===== config.mk =====
export PLATFORM = sky130hd
export DESIGN_NAME = aio20_spi_master
export DESIGN_NICKNAME = d
export VERILOG_FILES = /design/src/rtl/aio20_spi_master.sv
export SDC_FILE = /design/constraint.sdc
export NUM_CORES = 1
export LEC_CHECK = 0
export CAP_MARGIN = 0
export CORE_AREA = 2 2 87 89
export DETAILED_ROUTE_END_ITERATION = 6
export DIE_AREA = 0 0 89 91
export PLACE_DENSITY = 0.8
export SLEW_MARGIN = 30
export SYNTH_ARGS = -nofsm -noshare
export SYNTH_HDL_FRONTEND = slang
export SYNTH_SLANG_ARGS = --single-unit
export TNS_END_PERCENT = 20

===== constraint.sdc =====
create_clock -name AIO20_CLK -period 1.9 [get_ports AIO20_CLK]
set_input_delay 0.475 -clock AIO20_CLK [delete_from_list [all_inputs] [get_ports AIO20_CLK]]
set_output_delay 0.475 -clock AIO20_CLK [all_outputs]
set_load 0.02 [all_outputs]

===== src/rtl/aio20_spi_master.sv =====
// SPI initiator for one AIO20 analog I/O slot: CNVT strobe, wait for INT, one mode-0 frame.
// All pin outputs are registered; INT is synchronised and only its fresh rising edge counts.
module aio20_spi_master #(
    parameter int unsigned CLK_DIV     = 4,
    parameter int unsigned FRAME_BITS  = 16,
    parameter int unsigned CNVT_CYCLES = 8,
    parameter int unsigned INT_TIMEOUT = 1024
) (
    input  logic                  AIO20_CLK,
    input  logic                  AIO20_RST_N,
    input  logic                  AIO20_START_IN,
    input  logic [FRAME_BITS-1:0] AIO20_TX_DATA_IN,
    output logic                  AIO20_BUSY_OUT,
    output logic                  AIO20_DONE_OUT,
    output logic                  AIO20_TIMEOUT_OUT,
    output logic [FRAME_BITS-1:0] AIO20_RX_DATA_OUT,
    output logic                  AIO20_CNVT_OUT,
    input  logic                  AIO20_SPI_INT_IN,
    output logic                  AIO20_SPI_NSS_OUT,
    output logic                  AIO20_SPI_CLK_OUT,
    output logic                  AIO20_SPI_MOSI_OUT,
    input  logic                  AIO20_SPI_MISO_IN
);

    localparam int unsigned CntMax0 = (CNVT_CYCLES > INT_TIMEOUT) ? CNVT_CYCLES : INT_TIMEOUT;
    localparam int unsigned CntMax  = (CLK_DIV > CntMax0) ? CLK_DIV : CntMax0;
    localparam int unsigned CntW    = (CntMax > 1) ? $clog2(CntMax) : 1;
    localparam int unsigned BitW    = (FRAME_BITS > 1) ? $clog2(FRAME_BITS) : 1;

    localparam logic [CntW-1:0] CntCnvtLast    = CntW'(CNVT_CYCLES - 1);
    localparam logic [CntW-1:0] CntTimeoutLast = CntW'(INT_TIMEOUT - 1);
    localparam logic [CntW-1:0] CntDivLast     = CntW'(CLK_DIV - 1);
    localparam logic [BitW-1:0] BitLast        = BitW'(FRAME_BITS - 1);

    typedef enum logic [2:0] {
        StIdle,
        StCnvt,
        StWaitInt,
        StSetup,
        StShift,
        StHold,
        StDone
    } state_e;

    state_e                state_q, state_d;
    logic [CntW-1:0]       cnt_q, cnt_d;
    logic [BitW-1:0]       bit_cnt_q, bit_cnt_d;
    logic [FRAME_BITS-1:0] tx_sh_q, tx_sh_d;
    logic [FRAME_BITS-1:0] rx_sh_q, rx_sh_d;
    logic [FRAME_BITS-1:0] rx_data_q, rx_data_d;
    logic                  busy_q, busy_d;
    logic                  done_q, done_d;
    logic                  timeout_q, timeout_d;
    logic                  cnvt_q, cnvt_d;
    logic                  nss_q, nss_d;
    logic                  sclk_q, sclk_d;
    logic                  mosi_q, mosi_d;
    logic                  edge_seen_q, edge_seen_d;
    logic                  int_meta_q, int_sync_q, int_dly_q;
    logic                  int_rise;

    assign int_rise = int_sync_q & ~int_dly_q;

    always_ff @(posedge AIO20_CLK or negedge AIO20_RST_N) begin
        if (!AIO20_RST_N) begin
            int_meta_q <= 1'b0;
            int_sync_q <= 1'b0;
            int_dly_q  <= 1'b0;
        end else begin
            int_meta_q <= AIO20_SPI_INT_IN;
            int_sync_q <= int_meta_q;
            int_dly_q  <= int_sync_q;
        end
    end

    always_comb begin
        state_d     = state_q;
        cnt_d       = cnt_q;
        bit_cnt_d   = bit_cnt_q;
        tx_sh_d     = tx_sh_q;
        rx_sh_d     = rx_sh_q;
        rx_data_d   = rx_data_q;
        busy_d      = busy_q;
        done_d      = 1'b0;
        timeout_d   = 1'b0;
        cnvt_d      = cnvt_q;
        nss_d       = nss_q;
        sclk_d      = sclk_q;
        mosi_d      = mosi_q;
        edge_seen_d = edge_seen_q;

        unique case (state_q)
            StIdle: begin
                if (AIO20_START_IN) begin
                    state_d     = StCnvt;
                    busy_d      = 1'b1;
                    cnvt_d      = 1'b1;
                    tx_sh_d     = AIO20_TX_DATA_IN;
                    cnt_d       = '0;
                    edge_seen_d = 1'b0;
                end
            end
            StCnvt: begin
                // The module may answer before CNVT ends; keep that edge for WAIT_INT.
                if (int_rise) begin
                    edge_seen_d = 1'b1;
                end
                if (cnt_q == CntCnvtLast) begin
                    cnvt_d  = 1'b0;
                    cnt_d   = '0;
                    state_d = StWaitInt;
                end else begin
                    cnt_d = cnt_q + 1'b1;
                end
            end
            StWaitInt: begin
                if (int_rise || edge_seen_q) begin
                    state_d     = StSetup;
                    nss_d       = 1'b0;
                    sclk_d      = 1'b0;
                    mosi_d      = tx_sh_q[FRAME_BITS-1];
                    cnt_d       = '0;
                    edge_seen_d = 1'b0;
                end else if (cnt_q == CntTimeoutLast) begin
                    state_d   = StIdle;
                    timeout_d = 1'b1;
                    busy_d    = 1'b0;
                    cnt_d     = '0;
                end else begin
                    cnt_d = cnt_q + 1'b1;
                end
            end
            StSetup: begin
                if (cnt_q == CntDivLast) begin
                    state_d   = StShift;
                    cnt_d     = '0;
                    bit_cnt_d = '0;
                    sclk_d    = 1'b1;
                    rx_sh_d   = {rx_sh_q[FRAME_BITS-2:0], AIO20_SPI_MISO_IN};
                end else begin
                    cnt_d = cnt_q + 1'b1;
                end
            end
            StShift: begin
                if (cnt_q != CntDivLast) begin
                    cnt_d = cnt_q + 1'b1;
                end else begin
                    cnt_d = '0;
                    if (sclk_q) begin
                        sclk_d = 1'b0;
                        if (bit_cnt_q != BitLast) begin
                            mosi_d  = tx_sh_q[FRAME_BITS-2];
                            tx_sh_d = tx_sh_q << 1;
                        end
                    end else if (bit_cnt_q == BitLast) begin
                        state_d   = StHold;
                        nss_d     = 1'b1;
                        mosi_d    = 1'b0;
                        rx_data_d = rx_sh_q;
                    end else begin
                        sclk_d    = 1'b1;
                        bit_cnt_d = bit_cnt_q + 1'b1;
                        rx_sh_d   = {rx_sh_q[FRAME_BITS-2:0], AIO20_SPI_MISO_IN};
                    end
                end
            end
            StHold: begin
                if (cnt_q == CntDivLast) begin
                    state_d = StDone;
                    cnt_d   = '0;
                    done_d  = 1'b1;
                end else begin
                    cnt_d = cnt_q + 1'b1;
                end
            end
            StDone: begin
                state_d = StIdle;
                busy_d  = 1'b0;
            end
            default: begin
                state_d = StIdle;
            end
        endcase
    end

    always_ff @(posedge AIO20_CLK or negedge AIO20_RST_N) begin
        if (!AIO20_RST_N) begin
            state_q     <= StIdle;
            cnt_q       <= '0;
            bit_cnt_q   <= '0;
            tx_sh_q     <= '0;
            rx_sh_q     <= '0;
            rx_data_q   <= '0;
            busy_q      <= 1'b0;
            done_q      <= 1'b0;
            timeout_q   <= 1'b0;
            cnvt_q      <= 1'b0;
            nss_q       <= 1'b1;
            sclk_q      <= 1'b0;
            mosi_q      <= 1'b0;
            edge_seen_q <= 1'b0;
        end else begin
            state_q     <= state_d;
            cnt_q       <= cnt_d;
            bit_cnt_q   <= bit_cnt_d;
            tx_sh_q     <= tx_sh_d;
            rx_sh_q     <= rx_sh_d;
            rx_data_q   <= rx_data_d;
            busy_q      <= busy_d;
            done_q      <= done_d;
            timeout_q   <= timeout_d;
            cnvt_q      <= cnvt_d;
            nss_q       <= nss_d;
            sclk_q      <= sclk_d;
            mosi_q      <= mosi_d;
            edge_seen_q <= edge_seen_d;
        end
    end

    assign AIO20_BUSY_OUT     = busy_q;
    assign AIO20_DONE_OUT     = done_q;
    assign AIO20_TIMEOUT_OUT  = timeout_q;
    assign AIO20_RX_DATA_OUT  = rx_data_q;
    assign AIO20_CNVT_OUT     = cnvt_q;
    assign AIO20_SPI_NSS_OUT  = nss_q;
    assign AIO20_SPI_CLK_OUT  = sclk_q;
    assign AIO20_SPI_MOSI_OUT = mosi_q;

endmodule


### Word-level counts from Yosys, hierarchy flattened

Cells that the tools add are included.

* flip-flop bits (word level): 76
* input port bits: 21
* output and inout bits: 23
* logic and storage cells: 136

* add/subtract/negate cells: 2
* eq/ne operators: 29
* mux-type cells: 62
* bitwise gates (word level): 4
* reduce and logical (&&, ||, !) cells: 22

Operators by type and width (number)
* $mux 16: 8
* $pmux 16 s2: 2
* $mux 10: 6
* $pmux 10 s5: 1
* $ne 2x2->1 const B: 14
* $mux 3: 9
* $mux 1: 24
* $reduce_and 5->1: 4
* $pmux 3 s6: 1
* $mux 4: 4
* $reduce_and 4->1: 4
* $add 10x1->10 const B: 1
* $eq 10x10->1 const B: 1
* $eq 10x2->1 const B: 1
* $eq 10x3->1 const B: 1
* $ne 10x2->1 const B: 1
* $eq 3x3->1 const B: 3
* $ne 3x3->1 const B: 3
* $pmux 1 s3: 3
* $reduce_bool 3->1: 3
* $pmux 4 s2: 1
* $reduce_and 8->1: 1
* $reduce_bool 2->1: 4
* $eq 3x2->1 const B: 2
* other kinds (13): 17

### Depth between registers and ports, before layout

Gate-level depths: netlist of the first run.

* word-level depth: 5
* depth in mapped cells: 7
* depth with buffers taken out: 6

### Least setup slack after synthesis of the first run

Ideal clock, no wire load.

* kind: register -> register
* start point: register cnt_q[0]
* end point: register rx_data_q[10] (netlist: AIO20_RX_DATA_OUT[10])
* library setup time: 0.128 ns
* data arrival time: 1.972 ns
* required time: 1.772 ns
* setup slack: -0.200 ns
* stages on the path, launching flop included: 7
* path buffers: 1
* clock period less this slack: 2.100 ns
* cell sequence: dfrtp_1 > ha_1 > nor2b_1 > nand4_1 > nor3_4 > buf_4 > mux2_1

* word-level cells in the longest chain between the ends: 3

RTL lines
* start, declared: RTL line 46 `logic [CntW-1:0] cnt_q, cnt_d;`
* start signal, assigned: RTL line 204 `cnt_q <= cnt_d;`
* $ne 10x2->1: RTL line 145 `if (cnt_q != CntDivLast) begin`
* $not 1->1 (no source line)
* $reduce_and 4->1 (no source line)
* end signal, assigned: RTL line 208 `rx_data_q <= rx_data_d;`
* end, declared: RTL line 50 `logic [FRAME_BITS-1:0] rx_data_q, rx_data_d;`

Every way passes these cells.
A chain may end at the register's enable or synchronous reset.

### Worst setup path after layout of the first run

* start point: register cnt_q[7]
* end point: register rx_data_q[4] (netlist: AIO20_RX_DATA_OUT[4])

Same word-level chain as after synthesis.

==> reports/qor.txt, run 1 <==
status: complete, but fails checks
failing checks: negative setup slack
synthesized area: 3520 µm²
Synth-to-Final Area Change: 35.0%
fmax: 516 MHz
final wirelength: 7390 µm
Top Ports: 44
CTS tree: built
Min Hold Slack: 370 ps
CP max stage delay: 410 ps
H-tree depth: 3
worst-path maximum fanout: 17
pin count of the biggest net entering global routing: 41
max_slew headroom: 71.8%
IO buf count: 43
Sequential Area: 1900 µm²
register area share after synthesis: 54.0%
CTS root buffer: clkbuf_8
syn_nets: 333
most frequent cells in the layout: 75 x dfrtp_1, 59 x nand2_1, 42 x buf_4, 40 x clkdlybuf4s50_1, 24 x mux2_2
CP arrival: 2180 ps
via count: 2648
Fin Clk Skew: 8.98 ps
Die Height: 91 µm
number of synthesized register bits: 76
setup ws final: -39.5 ps
CP Class: reg -> reg
Async SR Flop Fraction: 100%
Vias/cell: 5.23
first-pass GRT wire length: 12400 µm
Clock transition at path regs: 80 ps
CP startpoint kind: register
Max clock buf depth: 2
Total GRT Usage: 19.7%
Syn Area/Cell: 11.4 µm²
Worst Tran Pin Value: 422 ps
commonest non-fill, non-tap cell in the layout: dfrtp_1
RSZ-0062 raised after global routing: true
grt ovf: 0
Yosys warnings: 0
P_leak: 2.29 nW
Filler Cells Inserted: 584
CP max stage cell: dfrtp_1
Tmin final: 1940 ps
Final Wtd Congestion: 0.857
overall power: 3.06 mW
fin crit share: 102%
Post-Syn Instances: 310
Slew Limit Fails: 0
DRC viols: 0
Final Cell Area: 4760 µm²
Final setup viols: 27
layout cells sized above 1: 30.5%
dpl cell area: 4390 µm²
total iterations of the first detailed-routing run: 4
die area: 8100 µm²
Die W: 89 µm
post-synth cell types: 52
TritonCTS Buffers: 9
drt wl/cell: 14.6 µm
CP Cell Sequence: nor4_4 -> nand4_1 -> nor3_4 -> buf_12 -> mux2_2
worst hold path class: reg -> reg
power per cell area: 644 nW/µm²
EDFF count, synth: 0
setup tns final: -358 ps
# clock sinks: 76
worst slack at placement: -87.2 ps
Setup crit end kind: register
worst skew pair latency: 350 ps
vias in the first global route: 2640
DRT antenna net count: 0
area occupied by multi-input gates: 1650 µm²
initial DRC count: 102
core region area: 7140 µm²
Std-Cell Rows: 31
Main synth FF type: dfrtp_1
# diodes: 0
initial antenna violation count: 0
max cap viols: 0
Final Hold Vio Count: 0
maximum vdd drop: 495 µV
post-DP HPWL: 5290 µm
Final nets: 425
Initial Util: 49.4%
Worst Path Required: 2140 ps
-- metrics by stage --
step	util, %	cells
final	66.7	506
after floorplan	-	310
after global placement	61.5	485
after CTS	65.5	505
after detailed placement	61.5	485
after global routing	66.7	506
-- worst paths after layout --
| path | startpoint | end | slack [ps] | cells past startpoint |
|---|---|---|---|---|
| max in group asynchronous | AIO20_RST_N | tx_sh_q[2] | 840 | 3 |
| min in group asynchronous | AIO20_RST_N | AIO20_RX_DATA_OUT[11] | 510 | 2 |
| setup / recovery | cnt_q[7] | AIO20_RX_DATA_OUT[4] | -40 | 5 |
| hold reg to reg | int_meta_q | int_sync_q | 370 | 0 |
| setup reg to reg | cnt_q[7] | AIO20_RX_DATA_OUT[4] | -40 | 5 |
| hold / removal | int_meta_q | int_sync_q | 370 | 0 |
-- flip-flops by register name, indices dropped and copies added, names as in the netlist, 3 cells and up --
name,cells
cnt_q,10
rx_sh_q,16
tx_sh_q,16
bit_cnt_q,4
state_q,3
AIO20_RX_DATA_OUT,16
-- kinds of logic after synthesis --
family                     synth area share, %
DFF                                       54.0
muxes                                     16.2
xor gates and xnor gates                 0.994
buffers and inverters                     2.24
AOI/OAI and AO/OA                         9.27
adders and majority gates                0.710
and+or+nand+nor                           16.5
-- report_power, final --
group          switching (mW)  total, mW  internal (mW)  leakage, nW
Combinational          0.0493      0.100         0.0512         1.19
Sequential            0.00107       1.62           1.62         1.00
Clock                   0.602       1.34          0.740        0.107
Total                   0.652       3.06           2.41         2.29
-- routing by layer --
layer	global-route usage, %	vias to the layer above	share of wire, %
met5	0	-	0
met4	8.71	0	2.0
met3	4.18	13	3.9
met2	31.0	56	49
met1	26.0	1301	45
li1	-	1278	-
-- critical path: cells and delay by family (launching register included) --
kind,cells,cell delay (ps)
buf+inv,1,200
flops,1,410
simple gates,3,860
mux,1,350
-- synthesized netlist by cell type, drive strengths merged (4+ instances only) --
library cell / number / area share (%)
nor2: 14 / 1.6
buf: 5 / 0.96
dfrtp: 75 / 53
inv: 7 / 0.75
o21ai: 12 / 1.7
a31oi: 4 / 0.89
nor3: 7 / 1.5
mux2: 49 / 16
a21oi: 10 / 1.4
a22o: 4 / 0.99
nor2b: 4 / 0.71
nand2: 59 / 6.3
nand3: 9 / 1.3
clkbuf: 5 / 0.53
nand4: 5 / 0.89
-- layout make-up --
| cell class | instances | area share, % |
|---|---|---|
| Timing Repair Buffer | 91 | 17.7 |
| Inverter | 7 | 0.552 |
| Clock buffer | 10 | 2.68 |
| Clock inverter | 6 | 1.81 |
| Tap cell | 99 | 2.60 |
| Sequential cell | 76 | 40.0 |
| Multi-Input combinational cell | 217 | 34.7 |
-- repair_timing --
action / in CTS / in global routing
hold endpoints to repair: 12 / 0
pin swaps: 6 / 2
resized for setup: 13 / 20
hold buffers: 1 / 0
setup buffers: 3 / 1
setup endpoints to repair: 53 / 64
Note: power is estimated with default switching activity, not from simulation.
==> run 2, diff against run 1 <==
GPL_ROUTABILITY_DRIVEN = 0   (was default)
SLEW_MARGIN = 5   (was 30)
==> run 2 against run 1 <==
Compared with the run above: the flow still finishes with violations (negative setup slack); first-iteration DRC count is 130% higher; critical path depth grew 2; global-route usage increased by 0.14 points.
==> reports/qor.txt, run 2 (synthesis gave the netlist of run 1 again) <==
switching share of power: 20.5% (-0.84 points)
Worst Tran Pin Value: 427 ps (+4.91 ps)
CP Class: reg -> reg
Crit path max-delay family: compound AO/OA/AOI/OAI gates
Int Power: 2.52 mW (+4.5%)
Clock transition at path regs: 80 ps (about the same)
most frequent cells in the layout: 75 x dfrtp_1, 59 x nand2_1, 42 x buf_4, 40 x clkdlybuf4s50_1, 26 x mux2_4
Final nets: 428 (+0.71%)
Slew Limit Fails: 0 (unchanged)
CP arrival: 2240 ps (+60 ps)
pin count of the biggest net entering global routing: 33 (-20%)
post-DP HPWL: 5250 µm (-0.76%)
CP startpoint kind: register
final wirelength: 8090 µm (+9.4%)
crit-path most repeated cell: buf_4
via count: 2715 (+2.5%)
CP max stage cell: dfrtp_1
Synth-to-Final Area Change: 39.5%
# diodes: 0 (unchanged)
RSZ-0062 raised after global routing: true
first-pass GRT wire length: 12500 µm (+1.2%)
die area: 8100 µm² (unchanged)
# clock sinks: 76 (unchanged)
worst skew pair latency: 350 ps (about the same)
commonest non-fill, non-tap cell in the layout: dfrtp_1
Max clock buf depth: 2 (unchanged)
Sequential Area: 1900 µm² (unchanged)
Final setup viols: 6 (-78%)
P_leak: 2.34 nW (+2.1%)
worst-path maximum fanout: 3 (-14)
Die Height: 91 µm (unchanged)
drt wl/cell: 15.9 µm (+8.8%)
Initial Util: 49.4% (unchanged)
TritonCTS Buffers: 9 (unchanged)
Worst Path Required: 2170 ps (+30 ps)
setup tns final: -164 ps (+194 ps)
setup ws final: -75.6 ps (-36.1 ps)
Vias/cell: 5.33 (+1.9%)
power per cell area: 644 nW/µm² (about the same)
worst hold path class: in -> async
max_slew headroom: 71.6% (-0.22 points)
area occupied by multi-input gates: 1730 µm² (+5.0%)
Top Ports: 44 (unchanged)
grt ovf: 0 (unchanged)
r2r startpoint: cnt_q[7]
status: complete, but fails checks
Reg2Reg Depth: 7 (+2)
DRC viols: 0 (unchanged)
initial antenna violation count: 0 (unchanged)
r2r setup slk: -80 ps (-40 ps)
Clk network pwr share: 45.6% (+1.8 points)
Final Hold Vio Count: 0 (unchanged)
initial DRC count: 237 (+130%)
CTS root buffer: clkbuf_8
max cap viols: 0 (unchanged)
worst reg2reg path endpoint: state_q[0]
Tmin final: 1980 ps (+36.1 ps)
Comb power frac: 3.2% (about the same)
Buf/Inv on CP: 2 (+1)
failing checks: negative setup slack
Std-Cell Rows: 31 (unchanged)
Die W: 89 µm (unchanged)
CP Cell Sequence: nor4_4 -> buf_4 -> a211o_1 -> o221ai_2 -> buf_4 -> a31oi_4 -> mux2i_1
H-tree depth: 3 (unchanged)
layout cells sized above 1: 32.0% (+1.5 points)
fin crit share: 104% (+1.9 points)
CP max stage delay: 410 ps (about the same)
overall power: 3.17 mW (+3.4%)
fmax: 506 MHz (-1.8%)
maximum vdd drop: 454 µV (-8.2%)
Setup crit end kind: register
Total GRT Usage: 19.8% (+0.14 points)
core region area: 7140 µm² (unchanged)
IO buf count: 43 (unchanged)
vias in the first global route: 2719 (+3.0%)
total iterations of the first detailed-routing run: 4 (unchanged)
Fin Clk Skew: 7.45 ps (-1.53 ps)
Crit. Startpoint: cnt_q[7]
Levels on crit path: 7 (+2)
Hold Buf Count CTS: 0 (-1)
DRT antenna net count: 0 (unchanged)
Filler Cells Inserted: 531 (-9.1%)
Net Switching: 648 µW (-0.72%)
Reg power frac: 51.2% (-1.7 points)
CTS tree: built
==> run 2: repair_timing <==
item	CTS	global route
endpoints found under the hold margin	0	0
pin swaps	6	10
gates cloned	0	1
setup buffers	5	2
endpoints found under the setup margin	51	58
resized for setup	13	40
==> run 2: how the worst max path moves through the flow <==
| stage | endpoint | slack (ps) |
|---|---|---|
| 3_5_place_dp | cnt_q[4] | -60 |
| 2_1_floorplan | AIO20_RX_DATA_OUT[10] | -130 |
| 4_1_cts | state_q[2] | -50 |
| 6_report | state_q[0] | -80 |
| 5_1_grt | state_q[0] | -110 |
| 3_3_place_gp | rx_sh_q[13] | -40 |
==> run 2: per-layer routing <==
metal	global-route usage, %	up-vias	wire length, µm
met5	0	-	0
met3	4.18	15	470
met1	27.0	1331	3500
li1	-	1283	-
met4	9.08	0	162
met2	30.3	86	3960
==> run 2: cell type report <==
| class | count | share of cell area (%) |
|---|---|---|
| Timing Repair Buffer | 94 | 18.2 |
| Tap cell | 99 | 2.52 |
| Sequential cell | 76 | 38.7 |
| Multi-Input combinational cell | 217 | 35.2 |
| Clock buffer | 13 | 3.44 |
| Inverter | 7 | 0.534 |
| Clock inverter | 3 | 1.37 |
==> run 2: stage by stage <==
| stage | cells | instance area (µm²) | hold WS (ps) | utilization [%] | setup slack [ps] |
|---|---|---|---|---|---|
| after floorplan | 310 | 3530 | 179 | - | -127 |
| after global placement | 485 | 4400 | 337 | 61.7 | -36.4 |
| after detailed placement | 485 | 4400 | 347 | 61.7 | -59.5 |
| after CTS | 506 | 4720 | 60.9 | 66.1 | -54.1 |
| after global routing | 509 | 4920 | 82.4 | 68.9 | -111 |
| final | 509 | 4920 | 56.0 | 68.9 | -75.6 |
==> run 2: power groups by stage <==
stage          Sequential [mW]  Combinational (mW)  Clock [mW]
2_1_floorplan             1.65              0.0154           0
3_3_place_gp              1.65               0.100           0
3_5_place_dp              1.65               0.102           0
4_1_cts                   1.62               0.103        1.46
5_1_grt                   1.62               0.115        1.53
6_report                  1.62               0.101        1.44
